### config.mk
export PLATFORM = sky130hd
export DESIGN_NAME = turn_scheduler
export DESIGN_NICKNAME = d
export VERILOG_FILES = /design/src/rtl/turn_scheduler.sv
export SDC_FILE = /design/constraint.sdc
export NUM_CORES = 1
export LEC_CHECK = 0
export ABC_AREA = 0
export CAP_MARGIN = 0
export CORE_UTILIZATION = 47
export CTS_CLUSTER_DIAMETER = 150
export DETAILED_ROUTE_END_ITERATION = 7
export PLACE_DENSITY = 0.68
export SLEW_MARGIN = 20
export SYNTH_ARGS = -nofsm -noshare
export SYNTH_HDL_FRONTEND = slang
export SYNTH_SLANG_ARGS = --single-unit
### constraint.sdc
create_clock -name clk -period 4 [get_ports clk]
set_clock_uncertainty 0.2 [all_clocks]
set_input_delay 0.6 -clock clk [delete_from_list [all_inputs] [get_ports clk]]
set_output_delay 0.6 -clock clk [all_outputs]
set_load 0.02 [all_outputs]
### src/rtl/turn_scheduler.sv
// Turn sequencer for the Cat vs Dog duel: grants turns, tracks flight, applies damage, declares winner.
// Latency: every output is registered; state, HP and enables update on the edge after the qualifying input pulse.
// Backpressure: none; input pulses arriving in a state that does not expect them are dropped.
//
// Ports:
//   clk, rst                       clock and asynchronous active-high reset
//   game_start                     pulse, (re)starts a game from IDLE or GAME_OVER
//   dog_turn_done, cat_turn_done   pulses from the per-player turn FSMs
//   projectile_landed              pulse from the projectile engine, qualified by hit_dog / hit_cat
//   dog_turn, cat_turn             enables for the per-player turn FSMs
//   in_flight                      projectile in the air
//   timeout_pulse                  one-cycle pulse when a TURN or FLIGHT overruns
//   dog_hp, cat_hp                 hit points
//   turn_count                     completed turns, wraps at 8 bits
//   game_over, winner              end-of-game flag and result (0 none, 1 dog, 2 cat, 3 draw)
module turn_scheduler #(
    parameter int unsigned TURN_TIMEOUT  = 650_000_000,
    parameter int unsigned SETTLE_CYCLES = 65_000_000,
    parameter int unsigned HP_INIT       = 3
) (
    input  logic       clk,
    input  logic       rst,
    input  logic       game_start,
    input  logic       dog_turn_done,
    input  logic       cat_turn_done,
    input  logic       projectile_landed,
    input  logic       hit_dog,
    input  logic       hit_cat,
    output logic       dog_turn,
    output logic       cat_turn,
    output logic       in_flight,
    output logic       timeout_pulse,
    output logic [3:0] dog_hp,
    output logic [3:0] cat_hp,
    output logic [7:0] turn_count,
    output logic       game_over,
    output logic [1:0] winner
);

    localparam logic [31:0] TURN_LAST   = 32'(TURN_TIMEOUT - 1);
    localparam logic [31:0] SETTLE_LAST = 32'(SETTLE_CYCLES - 1);
    localparam logic [3:0]  HP_START    = 4'(HP_INIT);

    localparam logic [1:0] WIN_NONE = 2'd0;
    localparam logic [1:0] WIN_DOG  = 2'd1;
    localparam logic [1:0] WIN_CAT  = 2'd2;
    localparam logic [1:0] WIN_DRAW = 2'd3;

    typedef enum logic [2:0] {
        S_IDLE       = 3'd0,
        S_DOG_TURN   = 3'd1,
        S_DOG_FLIGHT = 3'd2,
        S_CAT_TURN   = 3'd3,
        S_CAT_FLIGHT = 3'd4,
        S_SETTLE     = 3'd5,
        S_GAME_OVER  = 3'd6
    } state_t;

    state_t      state_q, state_d;
    logic [31:0] cnt_q, cnt_d;
    logic [3:0]  dog_hp_q, dog_hp_d;
    logic [3:0]  cat_hp_q, cat_hp_d;
    logic [7:0]  turn_cnt_q, turn_cnt_d;
    logic [1:0]  winner_q, winner_d;
    // Which side gets the next grant out of SETTLE; flipped whenever a turn is granted.
    logic        next_is_cat_q, next_is_cat_d;
    logic        dog_turn_q, dog_turn_d;
    logic        cat_turn_q, cat_turn_d;
    logic        in_flight_q, in_flight_d;
    logic        timeout_q, timeout_d;
    logic        game_over_q, game_over_d;

    // Damage is applied per side independently; a side already at 0 stays at 0.
    logic [3:0] dog_hp_hit, cat_hp_hit;
    assign dog_hp_hit = (hit_dog && (dog_hp_q != 4'd0)) ? dog_hp_q - 4'd1 : dog_hp_q;
    assign cat_hp_hit = (hit_cat && (cat_hp_q != 4'd0)) ? cat_hp_q - 4'd1 : cat_hp_q;

    always_comb begin
        state_d       = state_q;
        cnt_d         = cnt_q;
        dog_hp_d      = dog_hp_q;
        cat_hp_d      = cat_hp_q;
        turn_cnt_d    = turn_cnt_q;
        winner_d      = winner_q;
        next_is_cat_d = next_is_cat_q;
        timeout_d     = 1'b0;

        unique case (state_q)
            S_IDLE, S_GAME_OVER: begin
                if (game_start) begin
                    state_d       = S_DOG_TURN;
                    cnt_d         = 32'd0;
                    dog_hp_d      = HP_START;
                    cat_hp_d      = HP_START;
                    turn_cnt_d    = 8'd0;
                    winner_d      = WIN_NONE;
                    next_is_cat_d = 1'b1;
                end
            end

            S_DOG_TURN, S_CAT_TURN: begin
                // Only the active side's done pulse counts; it wins over a same-cycle timeout.
                if ((state_q == S_DOG_TURN) ? dog_turn_done : cat_turn_done) begin
                    state_d = (state_q == S_DOG_TURN) ? S_DOG_FLIGHT : S_CAT_FLIGHT;
                    cnt_d   = 32'd0;
                end else if (cnt_q == TURN_LAST) begin
                    state_d   = S_SETTLE;
                    cnt_d     = 32'd0;
                    timeout_d = 1'b1;
                end else begin
                    cnt_d = cnt_q + 32'd1;
                end
            end

            S_DOG_FLIGHT, S_CAT_FLIGHT: begin
                if (projectile_landed) begin
                    state_d  = S_SETTLE;
                    cnt_d    = 32'd0;
                    dog_hp_d = dog_hp_hit;
                    cat_hp_d = cat_hp_hit;
                end else if (cnt_q == TURN_LAST) begin
                    // A lost projectile is scored as a miss.
                    state_d   = S_SETTLE;
                    cnt_d     = 32'd0;
                    timeout_d = 1'b1;
                end else begin
                    cnt_d = cnt_q + 32'd1;
                end
            end

            S_SETTLE: begin
                if (cnt_q == SETTLE_LAST) begin
                    cnt_d      = 32'd0;
                    turn_cnt_d = turn_cnt_q + 8'd1;
                    if ((dog_hp_q == 4'd0) || (cat_hp_q == 4'd0)) begin
                        state_d = S_GAME_OVER;
                        if ((dog_hp_q == 4'd0) && (cat_hp_q == 4'd0)) begin
                            winner_d = WIN_DRAW;
                        end else if (cat_hp_q == 4'd0) begin
                            winner_d = WIN_DOG;
                        end else begin
                            winner_d = WIN_CAT;
                        end
                    end else begin
                        state_d       = next_is_cat_q ? S_CAT_TURN : S_DOG_TURN;
                        next_is_cat_d = ~next_is_cat_q;
                    end
                end else begin
                    cnt_d = cnt_q + 32'd1;
                end
            end

            default: begin
                state_d = S_IDLE;
                cnt_d   = 32'd0;
            end
        endcase

        // Enables follow the next state so they are registered alongside it,
        // which drops x_turn on the edge that consumes x_turn_done.
        dog_turn_d  = (state_d == S_DOG_TURN);
        cat_turn_d  = (state_d == S_CAT_TURN);
        in_flight_d = (state_d == S_DOG_FLIGHT) || (state_d == S_CAT_FLIGHT);
        game_over_d = (state_d == S_GAME_OVER);
    end

    always_ff @(posedge clk or posedge rst) begin
        if (rst) begin
            state_q       <= S_IDLE;
            cnt_q         <= 32'd0;
            dog_hp_q      <= HP_START;
            cat_hp_q      <= HP_START;
            turn_cnt_q    <= 8'd0;
            winner_q      <= WIN_NONE;
            next_is_cat_q <= 1'b0;
            dog_turn_q    <= 1'b0;
            cat_turn_q    <= 1'b0;
            in_flight_q   <= 1'b0;
            timeout_q     <= 1'b0;
            game_over_q   <= 1'b0;
        end else begin
            state_q       <= state_d;
            cnt_q         <= cnt_d;
            dog_hp_q      <= dog_hp_d;
            cat_hp_q      <= cat_hp_d;
            turn_cnt_q    <= turn_cnt_d;
            winner_q      <= winner_d;
            next_is_cat_q <= next_is_cat_d;
            dog_turn_q    <= dog_turn_d;
            cat_turn_q    <= cat_turn_d;
            in_flight_q   <= in_flight_d;
            timeout_q     <= timeout_d;
            game_over_q   <= game_over_d;
        end
    end

    assign dog_turn      = dog_turn_q;
    assign cat_turn      = cat_turn_q;
    assign in_flight     = in_flight_q;
    assign timeout_pulse = timeout_q;
    assign dog_hp        = dog_hp_q;
    assign cat_hp        = cat_hp_q;
    assign turn_count    = turn_cnt_q;
    assign game_over     = game_over_q;
    assign winner        = winner_q;

endmodule

### Yosys cells after proc, flatten, opt, wreduce, memory -nomap -nowiden

Index checks and enable logic that the tools add are counted.

* add/subtract/negate cells: 4
* equality and inequality tests: 20
* muxes and demuxes: 40
* bitwise logic cells: 1
* reduce and logical (&&, ||, !) cells: 20

Operators by type and width (number)
* two-way mux 32 bit: 5
* case mux 32 bit (4 select lines): 1
* adder 32 x 1 -> 32 bit (second input constant): 1
* == test 32 x 26 -> 1 bit (second input constant): 1
* == test 32 x 30 -> 1 bit (second input constant): 1
* two-way mux 3 bit: 7
* two-way mux 4 bit: 5
* two-way mux 8 bit: 2
* case mux 4 bit (2 select lines): 2
* case mux 8 bit (2 select lines): 1
* AND reduction 4 bit: 4
* == test 3 bit (second input constant): 5
* != test 2 bit (second input constant): 7
* == test 3 x 2 -> 1 bit (second input constant): 4
* two-way mux 2 bit: 6
* case mux 3 bit (4 select lines): 1
* adder 8 x 1 -> 8 bit (second input constant): 1
* logical NOT 4 bit: 2
* nonzero test 4 bit: 2
* subtractor 4 x 1 -> 4 bit (second input constant): 2
* two-way mux 1 bit: 7
* == test 3 x 1 -> 1 bit (second input constant): 2
* OR reduction 2 bit: 3
* case mux 1 bit (2 select lines): 2
* other kinds (7): 11

* flip-flop bits (word level): 59
* output and inout bits: 23

### Longest topological paths before layout

* word-level depth: 7
* mapped depth: 8

### Worst setup path after synthesis

OpenSTA, ideal clock, no wires.

* path kind: flip-flop to flip-flop
* start: reg cat_hp_q[0], in the netlist cat_hp[0]
* end: reg in_flight_q, in the netlist in_flight
* library setup time: 0.119 ns
* data arrival time: 1.987 ns
* setup slack: 1.694 ns
* cell stages (with the launch flop): 9
* path buffers: 0
* period minus slack after synthesis: 2.306 ns
* cell sequence: dfstp_2 inv_1 ha_1 or3b_2 nand2_1 or2_2 a221o_2 xnor2_1 nor2_1

* word-level cells in the longest chain between the ends: 7

RTL lines
* start, declared: line 62 `logic [3:0] cat_hp_q, cat_hp_d;`
* start signal, assigned: line 185 `cat_hp_q <= cat_hp_d;`
* logical NOT 4 bit (*): line 135 `if ((dog_hp_q == 4'd0) || (cat_hp_q == 4'd0)) begin`
* logical OR 1 bit (*): line 135
* two-way mux 3 bit (*): line 135
* two-way mux 3 bit (*): line 132 `if (cnt_q == SETTLE_LAST) begin`
* case mux 3 bit (4 select lines) (*): line 88 `unique case (state_q)`
* via state_d[1]: line 59 `state_t state_q, state_d;`
* == test 3 x 2 -> 1 bit or == test 3 bit (tied branches): line 163 `in_flight_d = (state_d == S_DOG_FLIGHT) || (state_d == S_CAT_FLIGHT);`
* logical OR 1 bit (*): line 163
* via in_flight_d: line 69 `logic in_flight_q, in_flight_d;`
* end signal, assigned: line 191 `in_flight_q <= in_flight_d;`
* end, declared: line 69

The timed path passes the listed nets; every way through them passes the cells marked *.
A chain may end at the register's enable or synchronous reset.

### Worst setup path in the final report

* start: reg cnt_q[0]
* end: reg cnt_q[30]

* word-level cells in the longest chain between the ends: 4

RTL lines
* start, declared: line 60 `logic [31:0] cnt_q, cnt_d;`
* start signal, assigned: line 183 `cnt_q <= cnt_d;`
* adder 32 x 1 -> 32 bit or == test 32 x 30 -> 1 bit (tied branches)
* two-way mux 32 bit: line 106, 121
* two-way mux 32 bit, on equally long branches: line 116, 103
* case mux 32 bit (4 select lines) (*): line 88

Every way passes the cells marked *; elsewhere a longest branch is shown, timed or not.

==> summary by stage <==
Yosys
The most used flip-flop cell after synthesis is sky130_fd_sc_hd__dfrtp_1. The synthesized cell area is 3268 um2. The combinational family with the most area after synthesis is simple AND/OR/NAND/NOR gates. Counting distinct cell types in the post-synthesis netlist gives 58. The synthesized-area fraction occupied by adder cells is 2.297%. The synthesized-area fraction occupied by ao, oa, aoi and oai cells is 8.231%. The register bit count reported by yosys is 59. The number of instances in the synthesized netlist is 333. Multiplexer cells account for 0.9954% of the synthesized area. The xor-xnor portion of the synthesized cell area is 10.68%.

Synthesis produced a netlist with a net count of 347. The fraction of the yosys area taken by sequential cells is 45.33%. The cell type with the largest total area after synthesis is sky130_fd_sc_hd__dfrtp_1. The simple logic cell fraction of the synthesized area is 29.13%.

Averaged over all synthesized cells, the footprint is 9.814 um2. Yosys printed 0 warnings. The async set-or-reset flop fraction in the synthesized netlist is 100.0%. The share of the synthesized area in the top cell type is 42.11%. Ranked by total cell area, the synthesized netlist is headed by sky130_fd_sc_hd__dfrtp_1 42%, sky130_fd_sc_hd__nor2_1 6.1%, sky130_fd_sc_hd__xor2_1 5.6%. Among all cell types in the netlist, the one instantiated most often is sky130_fd_sc_hd__dfrtp_1.

By count the netlist is led by 55 x sky130_fd_sc_hd__dfrtp_1, 53 x sky130_fd_sc_hd__nor2_1, 26 x sky130_fd_sc_hd__nand2_1, 21 x sky130_fd_sc_hd__xor2_1, 17 x sky130_fd_sc_hd__xnor2_1. Counting flops with a built-in enable in the synthesized netlist gives 0.

Layout
The synthesis-to-layout area growth is 17.08%. The count of nets after finishing is 381. The share of cells above drive strength 1 is 13.71%.

The finished cells cover 3826 um2. The multi-input combinational cells in the finished layout cover a total of 1678 um2. Registers take 1481 um2. The number of filler cells placed in the layout is 612. The antenna diode count is 0.

The core occupancy in the finished layout is 56.63%.

Job
Max-cap violations in this run came to 0.

Floorplanning
The floorplan die width is 85.39 um. The die outline height is 85.39 um. In this run the core area contains 30 standard-cell rows.

The starting density of the core is 48.37%. In this run the count of I/O pins placed on the die edge is 31. In this run the standard cell core region covers 6756 um2. The die covers 7291 um2.

Placement
In this run the tool buffered the top-level ports with 30 buffer cells. Once detailed placement completed, the half-perimeter wirelength came to 4.703 mm. The cell area reported after detailed placement is 3623 um2. The worst setup slack after placement is 1.193 ns. The global placement routability congestion is 0.8068.

Min path
The beginning of the worst hold path is cnt_q[4]. The worst-case hold path end point is cnt_q[4]. Along the worst hold path, the cell count comes to 1. The class of the worst hold path is reg2reg.

Critical path
The number of cells traversed by the worst register-to-register path is 7. The reg-to-reg endpoint is cnt_q[30]. The worst setup path is captured at a register. The biggest cell delay along the critical path is 0.52 ns. STA puts the critical path data required time at 3.99 ns.

The signal on the critical path passes through ha_1 -> and3_1 -> nand4_2 -> nand3b_4 -> o2bb2ai_2 -> nor2_4 -> nor2_1. The launching point of the worst reg2reg path is cnt_q[0]. The data arrival time of the critical path is 2.69 ns.

The slowest stage cell on the critical path is sky130_fd_sc_hd__nor2_4. The worst setup slack for register-to-register paths is 1.30 ns. The maximum net fanout on the critical path is 26.

The worst setup path is launched from a register. The setup path with the least slack is of type reg2reg.

GRT
The aggregate global-route resource usage is 20.80%. The number of global-route vias before repair is 2,472. The number of antenna violations at the first check in global routing is 0.

The largest net degree at the start of global routing is 42. Summed over all layers, the global routing overflow is 0. The global-route wire length before repair is 11.76 mm.

Power
Of the total power, the clock network draws 28.6%. The worst-case vdd ir drop is 0.0002216 V. The power density over cell area is 506.2 nW/um2. The proportion of total power due to net switching is 38.84%.

The cell internal power dissipation is 1.185 mW. The reported leakage power is 1.635 nW. The part of the power in combinational logic is 32.0%. The analysis attributes to net switching a power of 0.7522 mW. Sequential cells burn 39.4% of the power.

CTS
The number of clock sinks is 59. Clock tree synthesis selected as its root buffer the cell sky130_fd_sc_hd__clkbuf_8. The post-CTS resize count is 0. For this design, the CTS-stage hold fixing added 0 buffers. The clock tree from TritonCTS is built.

At the later pin of the worst-skew pair, clock insertion delay measures 0.35 ns. The worst-case clock buffer depth is 2. The post-CTS setup buffer count is 0. TritonCTS created 9 clock buffers. The H-tree was split into 3 levels. The clock transition time at the flip-flop clock pins of the worst setup and hold paths is 0.07 ns.

Timing
Setup repair after global routing left no endpoint under its margin. The hold violation total from the final report is 0. Subtracting the final worst setup slack from the clock period gives 2.698 ns. The tightest slew margin relative to the limit is 47.20%. At the pin with the least slew margin, the transition time is 0.7860 ns. The max-slew violation count is 0. The setup slack after layout is 1.302 ns. On the final layout, the worst hold slack is 0.3061 ns. The final-report setup violation count is 0.

The setup TNS is 0 ns. The maximum achievable frequency is 0.3706 GHz. Of the available clock period, the critical path in the final layout requires 67.45%.

Detailed routing
Across all layers, the routed design uses 2,535 vias. Once detail routing completed, the nets flagged for antenna violations numbered 0. The iteration-0 DRC count of the detailed router is 123. The ratio of routed vias to standard cells is 5.608. The remaining routing DRC violations is 0. The routed wire length per instance is 15.04 um. The routed wire length is 6.800 mm. The detailed-routing iteration count for the pre-antenna-repair pass is 4.

Status
The run finished with clean final reports.
-- worst max-delay path, delay by kind of cell, from the launching register on --
family	cells	cell delay, ns
compound gates	1	0.25
simple gates	5	1.46
fa+ha+maj	1	0.20
flops	1	0.43
-- how the worst max path moves through the flow --
| stage | from | end | slack (ns) | depth (start not counted) |
|---|---|---|---|---|
| 6_report | cnt_q[0] | cnt_q[30] | 1.30 | 7 |
| 3_3_place_gp | game_start | cnt_q[20] | 1.25 | 7 |
| 3_5_place_dp | projectile_landed | cnt_q[30] | 1.19 | 7 |
| 5_1_grt | cnt_q[0] | cnt_q[21] | 1.06 | 7 |
| 2_1_floorplan | cat_hp[0] | in_flight | 1.69 | 8 |
| 4_1_cts | cnt_q[0] | cnt_q[30] | 1.28 | 7 |
-- final cells by class --
type                    count  share of cell area [%]
repair buffers             32                   8.241
inverters                  13                   1.275
clock inverters             7                   2.060
multi-input cells         252                   43.85
clock buffers               9                   3.237
well taps                  80                   2.616
flip-flops and latches     59                   38.72
-- per-layer routing --
| metal | vias to the layer above | share of wire [%] | track usage, % |
|---|---|---|---|
| li1 | 1242 | - | - |
| met1 | 1245 | 48 | 28.35 |
| met4 | 0 | 1.6 | 9.394 |
| met5 | - | 0 | 0 |
| met2 | 39 | 46 | 31.67 |
| met3 | 9 | 3.5 | 4.864 |
-- state kept, by name, summed over array words and instances, names as in the netlist --
signal	flops
cat_turn	1
cnt_q	32
winner	2
dog_turn	1
timeout_pulse	1
in_flight	1
turn_count	8
dog_hp	4
cat_hp	4
game_over	1
state_q	3
next_is_cat_q	1
-- cell families after synthesis --
| kind of cell | count (synthesis) |
|---|---|
| buffers and inverters | 22 |
| DFF | 59 |
| and+or+nand+nor | 167 |
| adders and majority gates | 6 |
| AOI/OAI and AO/OA | 37 |
| muxes | 3 |
| xor gates and xnor gates | 39 |
-- cells in the final DEF (no fill, tap or decap), types with 10 or more instances in the layout --
cell / Yosys / routed
sky130_fd_sc_hd__nand2_1: 26 / 26
sky130_fd_sc_hd__nand3_1: 10 / 10
sky130_fd_sc_hd__clkdlybuf4s50_1: 0 / 30
sky130_fd_sc_hd__inv_1: 12 / 11
sky130_fd_sc_hd__xor2_1: 21 / 21
sky130_fd_sc_hd__nand4_1: 10 / 10
sky130_fd_sc_hd__dfrtp_1: 55 / 55
sky130_fd_sc_hd__nor3_1: 16 / 16
sky130_fd_sc_hd__xnor2_1: 17 / 17
sky130_fd_sc_hd__nor2_1: 53 / 53
-- power by group through the flow --
| stage | registers [mW] | logic, mW | clock network (mW) |
|---|---|---|---|
| 2_1_floorplan | 0.767 | 0.457 | 0 |
| 3_3_place_gp | 0.771 | 0.615 | 0 |
| 3_5_place_dp | 0.773 | 0.622 | 0 |
| 4_1_cts | 0.762 | 0.624 | 0.569 |
| 5_1_grt | 0.775 | 0.686 | 0.593 |
| 6_report | 0.763 | 0.619 | 0.554 |
-- per-stage QoR --
stage	power (mW)	cells
6_report	1.937	452
3_5_place_dp	1.394	436
2_1_floorplan	1.224	333
3_3_place_gp	1.386	436
5_1_grt	2.054	452
4_1_cts	1.955	452
Power figures use the tool's default switching activity.
